**src/rtl/board_input_conditioner_pkg.sv**
```systemverilog
// Shared types and board-build defaults for the board input conditioner.
package board_input_conditioner_pkg;

    typedef enum logic {
        DB_IDLE  = 1'b0,
        DB_CHECK = 1'b1
    } db_state_e;

    localparam int SW_W_DEF            = 3;
    localparam int RST_CYCLES_DEF      = 16;
    localparam int DEBOUNCE_CYCLES_DEF = 1000;
    localparam int SYNC_STAGES_DEF     = 2;

    // Width of a counter that must be able to represent 0..limit.
    function automatic int cnt_width(input int limit);
        return (limit < 1) ? 1 : $clog2(limit + 1);
    endfunction

endpackage

```
**src/rtl/board_input_conditioner_sw_debounce_ch.sv**
```systemverilog
// One switch channel: synchroniser chain followed by a consecutive-mismatch debouncer.
module board_input_conditioner_sw_debounce_ch
    import board_input_conditioner_pkg::*;
#(
    parameter int DEBOUNCE_CYCLES = DEBOUNCE_CYCLES_DEF,
    parameter int SYNC_STAGES     = SYNC_STAGES_DEF
) (
    input  logic clk,
    input  logic rst,
    input  logic hold,
    input  logic sw_in,
    output logic sw_out,
    output logic sw_edge
);

    localparam int            CW   = cnt_width(DEBOUNCE_CYCLES);
    localparam logic [CW-1:0] LAST = CW'(DEBOUNCE_CYCLES - 1);

    logic [SYNC_STAGES-1:0] sync_q, sync_d;
    db_state_e              state_q, state_d;
    logic [CW-1:0]          cnt_q, cnt_d;
    logic                   out_q, out_d;
    logic                   edge_q, edge_d;

    logic                   synced;
    logic                   mismatch;
    logic [CW-1:0]          run;
    logic                   at_limit;

    assign synced   = sync_q[SYNC_STAGES-1];
    assign mismatch = (synced != out_q);
    assign run      = (state_q == DB_CHECK) ? cnt_q : {CW{1'b0}};
    assign at_limit = (run >= LAST);

    // State register: sync chain, debounce state, counter and registered outputs.
    always_ff @(posedge clk) begin
        if (rst) begin
            sync_q  <= {SYNC_STAGES{1'b0}};
            state_q <= DB_IDLE;
            cnt_q   <= {CW{1'b0}};
            out_q   <= 1'b0;
            edge_q  <= 1'b0;
        end else begin
            sync_q  <= sync_d;
            state_q <= state_d;
            cnt_q   <= cnt_d;
            out_q   <= out_d;
            edge_q  <= edge_d;
        end
    end

    // The synchroniser keeps running while the stretched reset holds the debouncer.
    always_comb begin
        sync_d = {sync_q[SYNC_STAGES-2:0], sw_in};
    end

    // Next-state logic: stay in CHECK only while a mismatch run is still short of the limit.
    always_comb begin
        state_d = DB_IDLE;
        if (hold) begin
            state_d = DB_IDLE;
        end else begin
            case (state_q)
                DB_IDLE: begin
                    if (mismatch && !at_limit) state_d = DB_CHECK;
                    else                       state_d = DB_IDLE;
                end
                DB_CHECK: begin
                    if (mismatch && !at_limit) state_d = DB_CHECK;
                    else                       state_d = DB_IDLE;
                end
                default: state_d = DB_IDLE;
            endcase
        end
    end

    // Output logic: count mismatches, accept the new level on the limiting edge.
    always_comb begin
        cnt_d  = {CW{1'b0}};
        out_d  = out_q;
        edge_d = 1'b0;
        if (hold) begin
            out_d = 1'b0;
        end else if (mismatch) begin
            if (at_limit) begin
                out_d  = synced;
                edge_d = 1'b1;
            end else begin
                cnt_d = run + CW'(1);
            end
        end else begin
            cnt_d = {CW{1'b0}};
        end
    end

    assign sw_out  = out_q;
    assign sw_edge = edge_q;

endmodule

```
**src/rtl/board_input_conditioner.sv**
```systemverilog
// Board front end: stretched reset generation plus SW_W debounced switch channels.
module board_input_conditioner
    import board_input_conditioner_pkg::*;
#(
    parameter int SW_W            = SW_W_DEF,
    parameter int RST_CYCLES      = RST_CYCLES_DEF,
    parameter int DEBOUNCE_CYCLES = DEBOUNCE_CYCLES_DEF,
    parameter int SYNC_STAGES     = SYNC_STAGES_DEF
) (
    input  logic            clk,
    input  logic            rst,
    input  logic [SW_W-1:0] sw_in,
    output logic            rst_out,
    output logic            ready,
    output logic [SW_W-1:0] sw_out,
    output logic [SW_W-1:0] sw_edge
);

    localparam int             SCW  = cnt_width(RST_CYCLES);
    localparam logic [SCW-1:0] LAST = SCW'(RST_CYCLES - 1);

    logic [SCW-1:0] stretch_q, stretch_d;
    logic           rst_out_q, rst_out_d;
    logic           ready_q, ready_d;

    // Stretch register; any sampled rst restarts the full stretch.
    always_ff @(posedge clk) begin
        if (rst) begin
            stretch_q <= {SCW{1'b0}};
            rst_out_q <= 1'b1;
            ready_q   <= 1'b0;
        end else begin
            stretch_q <= stretch_d;
            rst_out_q <= rst_out_d;
            ready_q   <= ready_d;
        end
    end

    // Count edges since rst dropped; release on the RST_CYCLES-th one.
    always_comb begin
        stretch_d = {SCW{1'b0}};
        rst_out_d = rst_out_q;
        if (rst_out_q) begin
            if (stretch_q >= LAST) begin
                rst_out_d = 1'b0;
                stretch_d = {SCW{1'b0}};
            end else begin
                stretch_d = stretch_q + SCW'(1);
            end
        end else begin
            stretch_d = {SCW{1'b0}};
        end
        ready_d = ~rst_out_d;
    end

    assign rst_out = rst_out_q;
    assign ready   = ready_q;

    for (genvar i = 0; i < SW_W; i++) begin : g_ch
        board_input_conditioner_sw_debounce_ch #(
            .DEBOUNCE_CYCLES(DEBOUNCE_CYCLES),
            .SYNC_STAGES    (SYNC_STAGES)
        ) u_ch (
            .clk    (clk),
            .rst    (rst),
            .hold   (rst_out_q),
            .sw_in  (sw_in[i]),
            .sw_out (sw_out[i]),
            .sw_edge(sw_edge[i])
        );
    end

endmodule

```
**config.mk**
```make
export PLATFORM = sky130hd
export DESIGN_NAME = board_input_conditioner
export DESIGN_NICKNAME = d
export VERILOG_FILES = /design/src/rtl/board_input_conditioner_pkg.sv /design/src/rtl/board_input_conditioner_sw_debounce_ch.sv /design/src/rtl/board_input_conditioner.sv
export SDC_FILE = /design/constraint.sdc
export NUM_CORES = 1
export LEC_CHECK = 0
export ABC_AREA = 1
export CAP_MARGIN = 20
export CORE_ASPECT_RATIO = 0.5
export CORE_MARGIN = 5
export CORE_UTILIZATION = 36
export DETAILED_ROUTE_END_ITERATION = 12
export PLACE_DENSITY = 0.5
export SLEW_MARGIN = 15
export SYNTH_ARGS = -nofsm -noshare
export SYNTH_HDL_FRONTEND = slang
export SYNTH_SLANG_ARGS = --single-unit
```
**constraint.sdc**
```tcl
create_clock -name clk -period 3.4 [get_ports clk]
set_input_delay 0.34 -clock clk [delete_from_list [all_inputs] [get_ports clk]]
set_output_delay 0.34 -clock clk [all_outputs]
set_load 0.01 [all_outputs]
```
## Word level (Yosys, flattened, before mapping)

Index checks and enable logic that the tools add are counted.

- Output and inout port bits: 8
- Logic and storage cells: 62
- Flip-flop bits (word level): 52
- Input port bits: 5

- Multiplexer cells: 11
- Reduce and logical (&&, ||, !) cells: 17
- $lt $le $gt $ge: 4
- Add/subtract/negate cells: 4
- Bitwise logic cells: 5
- Eq/ne operators: 3

Operators with widths:

| kind | number |
|---|---|
| $add 10x1->10 const B | 3 |
| $ge 10x10->1 const B | 3 |
| $mux 10 | 3 |
| $reduce_or 3->1 | 4 |
| $reduce_or 4->1 | 3 |
| $mux 1 | 8 |
| $reduce_and 2->1 | 3 |
| $add 5x1->5 const B | 1 |
| $ge 5x4->1 const B | 1 |
| $not 1->1 | 5 |
| $logic_and 1x1->1 | 3 |
| $logic_not 1->1 | 3 |
| $ne 1x1->1 | 3 |
| $reduce_or 2->1 | 1 |

## Longest topological paths before layout

Gate-level depths: netlist of the first run.

- Depth after elaboration: 5
- Gate-level depth with buffers: 11

## By module

From an unflattened synthesis of the first run, not the netlist that was laid out.

- Cell total of the unflattened synthesis: 311
- Area, all modules: 2393.5 um^2

By module, submodules not included:

| module | area an instance (um^2) | instances | cells an instance |
|---|---|---|---|
| board_input_conditioner_sw_debounce_ch | 700.7 | 3 | 93 |
| board_input_conditioner | 291.5 | 1 | 32 |

## Worst setup path before layout of the first run

Ideal clock, no wire load.

- Kind: flip-flop to flip-flop
- Start point: reg g_ch[2].u_ch.state_q
- End point: reg g_ch[2].u_ch.cnt_q[6]
- Cell stages (with the launch flop): 12
- Setup slack: 1.842 ns
- Buffers on the path: 3
- Setup time: 0.070 ns
- Arrival time: 1.488 ns
- Cells stage by stage: dfxtp_1 buf_4 buf_2 nand2_1 inv_1 ha_1 nand3_1 nand3_1 nand3_1 nand2_1 buf_6 a21oi_1

- Word-level cells in the longest chain between the ends: 3

Ends and longest elaborated chain:

| what | RTL line | source |
|---|---|---|
| start, declared | board_input_conditioner_sw_debounce_ch.sv:20 | `db_state_e state_q, state_d;` |
| start signal, assigned | board_input_conditioner_sw_debounce_ch.sv:45 | `state_q <= state_d;` |
| $mux 10 * | board_input_conditioner_sw_debounce_ch.sv:32 | `assign run = (state_q == DB_CHECK) ? cnt_q : {CW{1'b0}};` |
| $ge 10x10->1 | board_input_conditioner_sw_debounce_ch.sv:33 | `assign at_limit = (run >= LAST);` |
| $reduce_or 4->1 (no line) | -- |  |
| end signal, assigned | board_input_conditioner_sw_debounce_ch.sv:40 | `cnt_q <= {CW{1'b0}};` |
| end signal, assigned | board_input_conditioner_sw_debounce_ch.sv:46 | `cnt_q <= cnt_d;` |
| end, declared | board_input_conditioner_sw_debounce_ch.sv:21 | `logic [CW-1:0] cnt_q, cnt_d;` |

Every way passes the cells marked *; elsewhere a longest branch is shown, timed or not.
A chain may end at the register's enable or synchronous reset.

## Worst setup path in the final report of the first run

- Start point: reg g_ch[2].u_ch.state_q
- End point: reg g_ch[2].u_ch.cnt_q[9]

The elaborated chain is that of the path after synthesis.

==> results of run 1 <==
per-stage QoR:
stage                     hold WS [ns]  std cells  cell area (µm²)
after floorplan                  0.388        338             2490
after global routing             0.430        437             2760
after CTS                        0.410        437             2760
after detailed placement         0.397        429             2620
after global placement           0.391        429             2620
final                            0.405        437             2760
kinds of logic (layout without fill, tap and decap cells):
logic type / Yosys count / after routing / synth area share [%]
and+or+nand+nor: 185 / 185 / 36.4
xor gates and xnor gates: 4 / 4 / 1.41
DFF: 52 / 52 / 41.7
adders and majority gates: 5 / 5 / 2.51
buffers and inverters: 73 / 80 / 13.8
AOI/OAI and AO/OA: 19 / 19 / 4.11
metal layers:
metal / wire length, µm / vias up / GRT usage [%]
li1: - / 1044 / -
met1: 1970 / 837 / 11.3
met2: 1870 / 20 / 19.8
met3: 118 / 8 / 3.46
met4: 72 / 0 / 4.76
met5: 0 / - / 0
critical path: cells and delay by family, from the launching register on:
kind / cells / cell delay, ns
adders and majority gates: 1 / 0.18
DFF: 1 / 0.65
buffers and inverters: 1 / 0.10
and+or+nand+nor: 6 / 0.94
cell usage in the layout (no fill, tap or decap), types with 2 or more instances in the layout:
cell             count
xnor2_1              2
nand3_1             33
xor2_1               2
nor2_1              44
a21oi_1             15
clkdlybuf4s50_1     12
dfxtp_1             52
nor2_8               2
inv_1               57
or2_2                2
inv_2                2
nand2_2              6
ha_1                 5
nor2_4               5
nand4_1              8
clkbuf_16            5
nor2_2              13
inv_6                2
nand2_1             66
final timing paths:
| path | start | endpoint | depth (start not counted) |
|---|---|---|---|
| max reg2reg | g_ch[2].u_ch.state_q | g_ch[2].u_ch.cnt_q[9] | 8 |
| min reg2reg | g_ch[0].u_ch.sync_q[0] | g_ch[0].u_ch.sync_q[1] | 2 |
| max | g_ch[2].u_ch.state_q | g_ch[2].u_ch.cnt_q[9] | 8 |
| min | g_ch[0].u_ch.sync_q[0] | g_ch[0].u_ch.sync_q[1] | 2 |
flip-flops by register name, indices dropped and copies added, names as in the netlist:
name and cells:
g_ch.u_ch.sync_q 6, g_ch.u_ch.sw_edge 3, stretch_q 5, g_ch.u_ch.cnt_q 30, g_ch.u_ch.state_q 3, g_ch.u_ch.sw_out 3
ready 1, rst_out 1
final cells by class:
class / instances / area share, %
inverter: 60 / 8.33
clock inverter: 3 / 0.815
tap: 92 / 4.17
multi-input combinational: 213 / 40.1
sequential: 52 / 37.7
clock buffer: 5 / 4.53
timing repair buffer: 12 / 4.35
where the power goes:
part | internal (µW) | total, µW | leakage [µW] | switching [µW]
sequential | 615 | 619 | 0.000421 | 3.91
combinational | 8.30 | 16.3 | 0.000643 | 8.02
clock | 276 | 506 | 0.0000742 | 230
==> metrics.md, run 1 <==
| Metric | Value |
|---|---|
| Status | finished, final reports clean |
| Die Ht | 68.9 µm |
| Drt pass-1 iters | 4 |
| DP Worst Slack | 1.40 ns |
| RSZ-0062 raised after global routing | no |
| Starting density of the core | 37.2% |
| Final setup fails | 0 |
| DIE WIDTH | 128 µm |
| Insertion delay to the later sink of the worst-skew pair | 0.29 ns |
| Area Overhead vs Synth | 10.8% |
| Drc violations | 0 |
| Synth Flop Type | dfxtp_1 |
| Slowest-stage cell, CP | dfxtp_1 |
| Crit. End Element | flop |
| Final period utilization | 58.3% |
| Routed vias/inst | 4.37 |
| Fill count | 697 |
| Ant. Diodes | 0 |
| Postcts setup bufs | 0 |
| DR iter-0 viols | 74 |
| Worst Path Max Fanout | 17 |
| Reg area | 1040 µm² |
| Post-CTS Hold Fix Bufs | 0 |
| Nets | 354 |
| Max Cap Viol | 0 |
| Final wirelength | 4.04 mm |
| Worst Path Arrival | 2.16 ns |
| Worst clock skew | 0.00504 ns |
| Clk sink count | 52 |
| Boundary pin count | 13 |
| Maximum VDD drop | 191 µV |
| Slew Limit Fails | 0 |
| Achievable clock frequency | 505 MHz |
| Initial antenna violation count | 0 |
| Distinct cells, synth | 30 |
| Routability cong. | 0.794 |
| Layout cells sized above 1 | 12.5% |
| TNS Setup | 0 ns |
| Relative slew slack | 64.2% |
| Slowest stage delay, CP | 0.65 ns |
| Max Buffers Root-to-Sink | 2 |
| Most numerous cell in the Yosys netlist | nand2_1 |
| Leakage | 0.00114 µW |
| Post-synth EDFFs | 0 |
| Core ar. | 6700 µm² |
| Crit path launch type | flop |
| Power Density | 413 nW/µm² |
| Synth async-reset ratio | 0% |
| Avg Cell Area, Syn | 7.38 µm² |
| Die area | 8790 µm² |
| Gr ovfl total | 0 |
| Routed vias | 1909 |
| Num CTS Buffers | 5 |
| Crit-path cells | nand2_1 -> inv_1 -> ha_1 -> nand3_1 -> nand3_1 -> nand3_1 -> nand2_1 -> nor2_1 |
| GRT Overall Usage | 10.6% |
| Syn Inst Count | 338 |
| Detailed placement HPWL | 2.96 mm |
| Clock Pin Slew Worst Setup and Hold Paths | 0.07 ns |
| Top cell type's share of synthesized area | 41.7% |
| Routed Antenna Nets | 0 |
| Post-Syn Nets | 348 |
| # rows | 21 |
| Yosys warns | 0 |
| Clock Tree Root | clkbuf_16 |
| Commonest cells in the netlist | 66 x nand2_1, 57 x inv_1, 52 x dfxtp_1 |
| Post-CTS resize count | 0 |
| R2R Setup Slk | 1.42 ns |
| Critical Path RT | 3.58 ns |
| Vias in the first global route | 1812 |
| H-tree Lvls | 2 |
| Setup WS post-layout | 1.42 ns |
| Mapped Area | 2490 µm² |
| Most frequent CP cell | nand3_1 |
| Setup Crit Path Kind | flop to flop |
| Final Hold Fails | 0 |
| Post-layout util | 41.2% |
| Min Clock Period, post-route | 1.98 ns |
| Post-synth top area cell | dfxtp_1 |
| Register area share after synthesis | 41.7% |
| Avg WL per Cell | 9.23 µm |
| Tot Pwr | 1140 µW |
| Top area cells in the synthesized netlist | dfxtp_1 42%, nand2_1 9.9%, inv_1 8.6% |
| Slew @ Worst Pin | 0.536 ns |
| Global-route wire length before repair | 7.41 mm |
| CTS tree | yes |
| Largest net degree at the start of global routing | 18 |
| Area of the multi-input gates | 1110 µm² |
| FF+latch count, synth | 52 |
| Buffers on Ports | 12 |
| Worst Hold Class | flop to flop |
Note: power is estimated with default switching activity, not from simulation.
==> inputs of run 2 (changes only) <==
--- a/config.mk
+++ b/config.mk
@@ -11,7 +11,7 @@
 export CORE_MARGIN = 5
 export CORE_UTILIZATION = 36
 export DETAILED_ROUTE_END_ITERATION = 12
-export PLACE_DENSITY = 0.5
+export PLACE_DENSITY = 0.52
 export SLEW_MARGIN = 15
 export SYNTH_ARGS = -nofsm -noshare
 export SYNTH_HDL_FRONTEND = slang
==> constraint.sdc (replaced) <==
create_clock -name clk -period 1.8 [get_ports clk]
set_input_delay 0.18 -clock clk [delete_from_list [all_inputs] [get_ports clk]]
set_output_delay 0.18 -clock clk [all_outputs]
set_load 0.01 [all_outputs]
==> metrics.md, run 2 (same netlist as run 1, synthesis figures left out) <==
| Metric | Value |
|---|---|
| Status | finished, final reports clean (unchanged) |
| Final wirelength | 4.15 mm (was 4.04 mm) |
| DIE WIDTH | 128 µm (unchanged) |
| Final setup fails | 0 (unchanged) |
| Slowest-stage cell, CP | nand2_1 (was dfxtp_1) |
| Detailed placement HPWL | 3.13 mm (was 2.96 mm) |
| Crit path launch type | flop (unchanged) |
| Achievable clock frequency | 635 MHz (was 505 MHz) |
| Insertion delay to the later sink of the worst-skew pair | 0.29 ns (about the same) |
| Crit-path cells | nand2_1 -> inv_1 -> ha_1 -> nand3_1 -> nand3_1 -> nand3_1 -> nand2_1 -> a21oi_1 (was nand2_1 -> inv_1 -> ha_1 -> nand3_1 -> nand3_1 -> nand3_1 -> nand2_1 -> nor2_1) |
| Setup Crit Path Kind | flop to flop (unchanged) |
| GRT Overall Usage | 10.8% (was 10.6%) |
| Layout cells sized above 1 | 13.2% (was 12.5%) |
| Post-CTS resize count | 0 (unchanged) |
| Avg WL per Cell | 9.40 µm (was 9.23 µm) |
| Hold_ws | 0.401 ns (was 0.405 ns) |
| Slew @ Worst Pin | 0.465 ns (was 0.536 ns) |
| Nets | 358 (was 354) |
| Commonest non-fill, non-tap cell in the layout | nand2_1 (unchanged) |
| Wire length on met2 | 1.86 mm (was 1.87 mm) |
| Die area | 8790 µm² (unchanged) |
| Power Density | 804 nW/µm² (was 413 nW/µm²) |
| Starting density of the core | 37.2% (unchanged) |
| Clk sink count | 52 (unchanged) |
| Worst clock skew | 0.00247 ns (was 0.00504 ns) |
| Maximum VDD drop | 350 µV (was 191 µV) |
| DR iter-0 viols | 66 (was 74) |
| Worst Hold Class | flop to flop (unchanged) |
| RSZ-0062 raised after global routing | no (unchanged) |
| Drt pass-1 iters | 4 (unchanged) |
| Routability cong. | 0.790 (was 0.794) |
| Max reg flops | 30 (unchanged) |
| Critical Path RT | 1.96 ns (was 3.58 ns) |
| Min Clock Period, post-route | 1.57 ns (was 1.98 ns) |
| Ant. Diodes | 0 (unchanged) |
| Most frequent cells in the layout | 66 x nand2_1, 57 x inv_1, 52 x dfxtp_1 (unchanged) |
| Max Used Layer | met4 (unchanged) |
| Crit. End Element | flop (unchanged) |
| Gr ovfl total | 0 (unchanged) |
| CTS tree | yes (unchanged) |
| Buffers on Ports | 12 (unchanged) |
| CP startpoint | g_ch[0].u_ch.state_q (was g_ch[2].u_ch.state_q) |
| Reg area | 1040 µm² (unchanged) |
| Reg2Reg Depth | 8 (unchanged) |
| Leakage | 0.00117 µW (was 0.00114 µW) |
| Max Buffers Root-to-Sink | 2 (unchanged) |
| Relative slew slack | 68.9% (was 64.2%) |
| FF-to-FF End | g_ch[0].u_ch.cnt_q[6] (was g_ch[2].u_ch.cnt_q[9]) |
| Die Ht | 68.9 µm (unchanged) |
| R2R Setup Slk | 0.23 ns (was 1.42 ns) |
| Routed vias | 1911 (was 1909) |
| Boundary pin count | 13 (unchanged) |
| TNS Setup | 0 ns (unchanged) |
| Worst Path Arrival | 1.73 ns (was 2.16 ns) |
| Routed vias/inst | 4.33 (was 4.37) |
| Final Hold Fails | 0 (unchanged) |
| Hold Path Sink | g_ch[1].u_ch.sync_q[1] (was g_ch[0].u_ch.sync_q[1]) |
| Final period utilization | 87.5% (was 58.3%) |
| Placed Cells incl. Taps | 433 (was 429) |
| Routed Antenna Nets | 0 (unchanged) |
| Wire length on met3 | 114 µm (was 118 µm) |
| Worst Path Max Fanout | 11 (was 17) |
| Slowest stage delay, CP | 0.36 ns (was 0.65 ns) |
| H-tree Lvls | 2 (unchanged) |
| Initial antenna violation count | 0 (unchanged) |
| Global-route wire length before repair | 7.48 mm (was 7.41 mm) |
| Post-CTS Hold Fix Bufs | 0 (unchanged) |
| HP Start | g_ch[1].u_ch.sync_q[0] (was g_ch[0].u_ch.sync_q[0]) |
| Largest Register | g_ch.u_ch.cnt_q (unchanged) |
| Largest net degree at the start of global routing | 16 (was 18) |
| Max Cap Viol | 0 (unchanged) |
| Num CTS Buffers | 5 (unchanged) |
| Fin cells | 441 (was 437) |
| Area of the multi-input gates | 1110 µm² (unchanged) |
| Core ar. | 6700 µm² (unchanged) |
| # rows | 21 (unchanged) |
| Largest registers | g_ch.u_ch.cnt_q: 30 flops, g_ch.u_ch.sync_q: 6 flops, stretch_q: 5 flops (unchanged) |
| Fill count | 680 (was 697) |
| Vias in the first global route | 1806 (was 1812) |
| Area Overhead vs Synth | 12.6% (was 10.8%) |
| Wl on met1 | 2.09 mm (was 1.97 mm) |
| Clock Pin Slew Worst Setup and Hold Paths | 0.06 ns (was 0.07 ns) |
| Drc violations | 0 (unchanged) |
| Clock Tree Root | clkbuf_16 (unchanged) |
| Reg2reg start | g_ch[0].u_ch.state_q (was g_ch[2].u_ch.state_q) |
| Postcts setup bufs | 0 (unchanged) |
| Slew Limit Fails | 0 (unchanged) |
| Most frequent CP cell | nand3_1 (unchanged) |
| Hold path depth | 2 (unchanged) |
run 2: worst max-delay path: cells and delay by family, from the launching register on:
family	cells	cell delay [ns]
AND/OR/NAND/NOR	5	0.77
adder cells (fa/ha/maj)	1	0.18
AO/OA/AOI/OAI	1	0.08
flip-flops	1	0.35
buffers and inverters	1	0.07
run 2: power breakdown:
| part | switching, µW | internal [µW] |
|---|---|---|
| registers | 7.38 | 1160 |
| clock network | 402 | 654 |
| logic | 15.4 | 17.2 |
run 2: layer usage:
metal,up-vias,track usage (%)
li1,1048,-
met1,842,11.9
met2,13,19.6
met3,8,3.23
met4,0,4.89
met5,-,0
run 2: worst max-delay path by stage:
stage                                 end  slack, ns  depth (start not counted)
floorplan           g_ch[2].u_ch.cnt_q[6]       0.24                         11
global route        g_ch[0].u_ch.cnt_q[8]       0.02                          8
global placement    g_ch[2].u_ch.cnt_q[5]       0.23                          6
detailed placement  g_ch[2].u_ch.cnt_q[4]       0.15                          6
CTS                 g_ch[2].u_ch.cnt_q[4]       0.20                          8
finish              g_ch[0].u_ch.cnt_q[6]       0.23                          8
run 2: layout make-up:
class | instances | share of cell area, %
inverter | 60 | 8.20
timing repair buffer | 16 | 5.35
tap | 92 | 4.10
clock inverter | 2 | 1.25
multi-input combinational | 213 | 39.5
sequential | 52 | 37.1
clock buffer | 6 | 4.59
run 2: metrics by stage:
step / area, µm² / util (%) / worst slack (ns) / power (µW)
final: 2810 / 41.9 / 0.226 / 2260
after global routing: 2810 / 41.9 / 0.0178 / 2360
after CTS: 2810 / 41.9 / 0.198 / 2310
after detailed placement: 2650 / 39.5 / 0.151 / 1230
after global placement: 2650 / 39.5 / 0.234 / 1230
after floorplan: 2490 / - / 0.242 / 1220
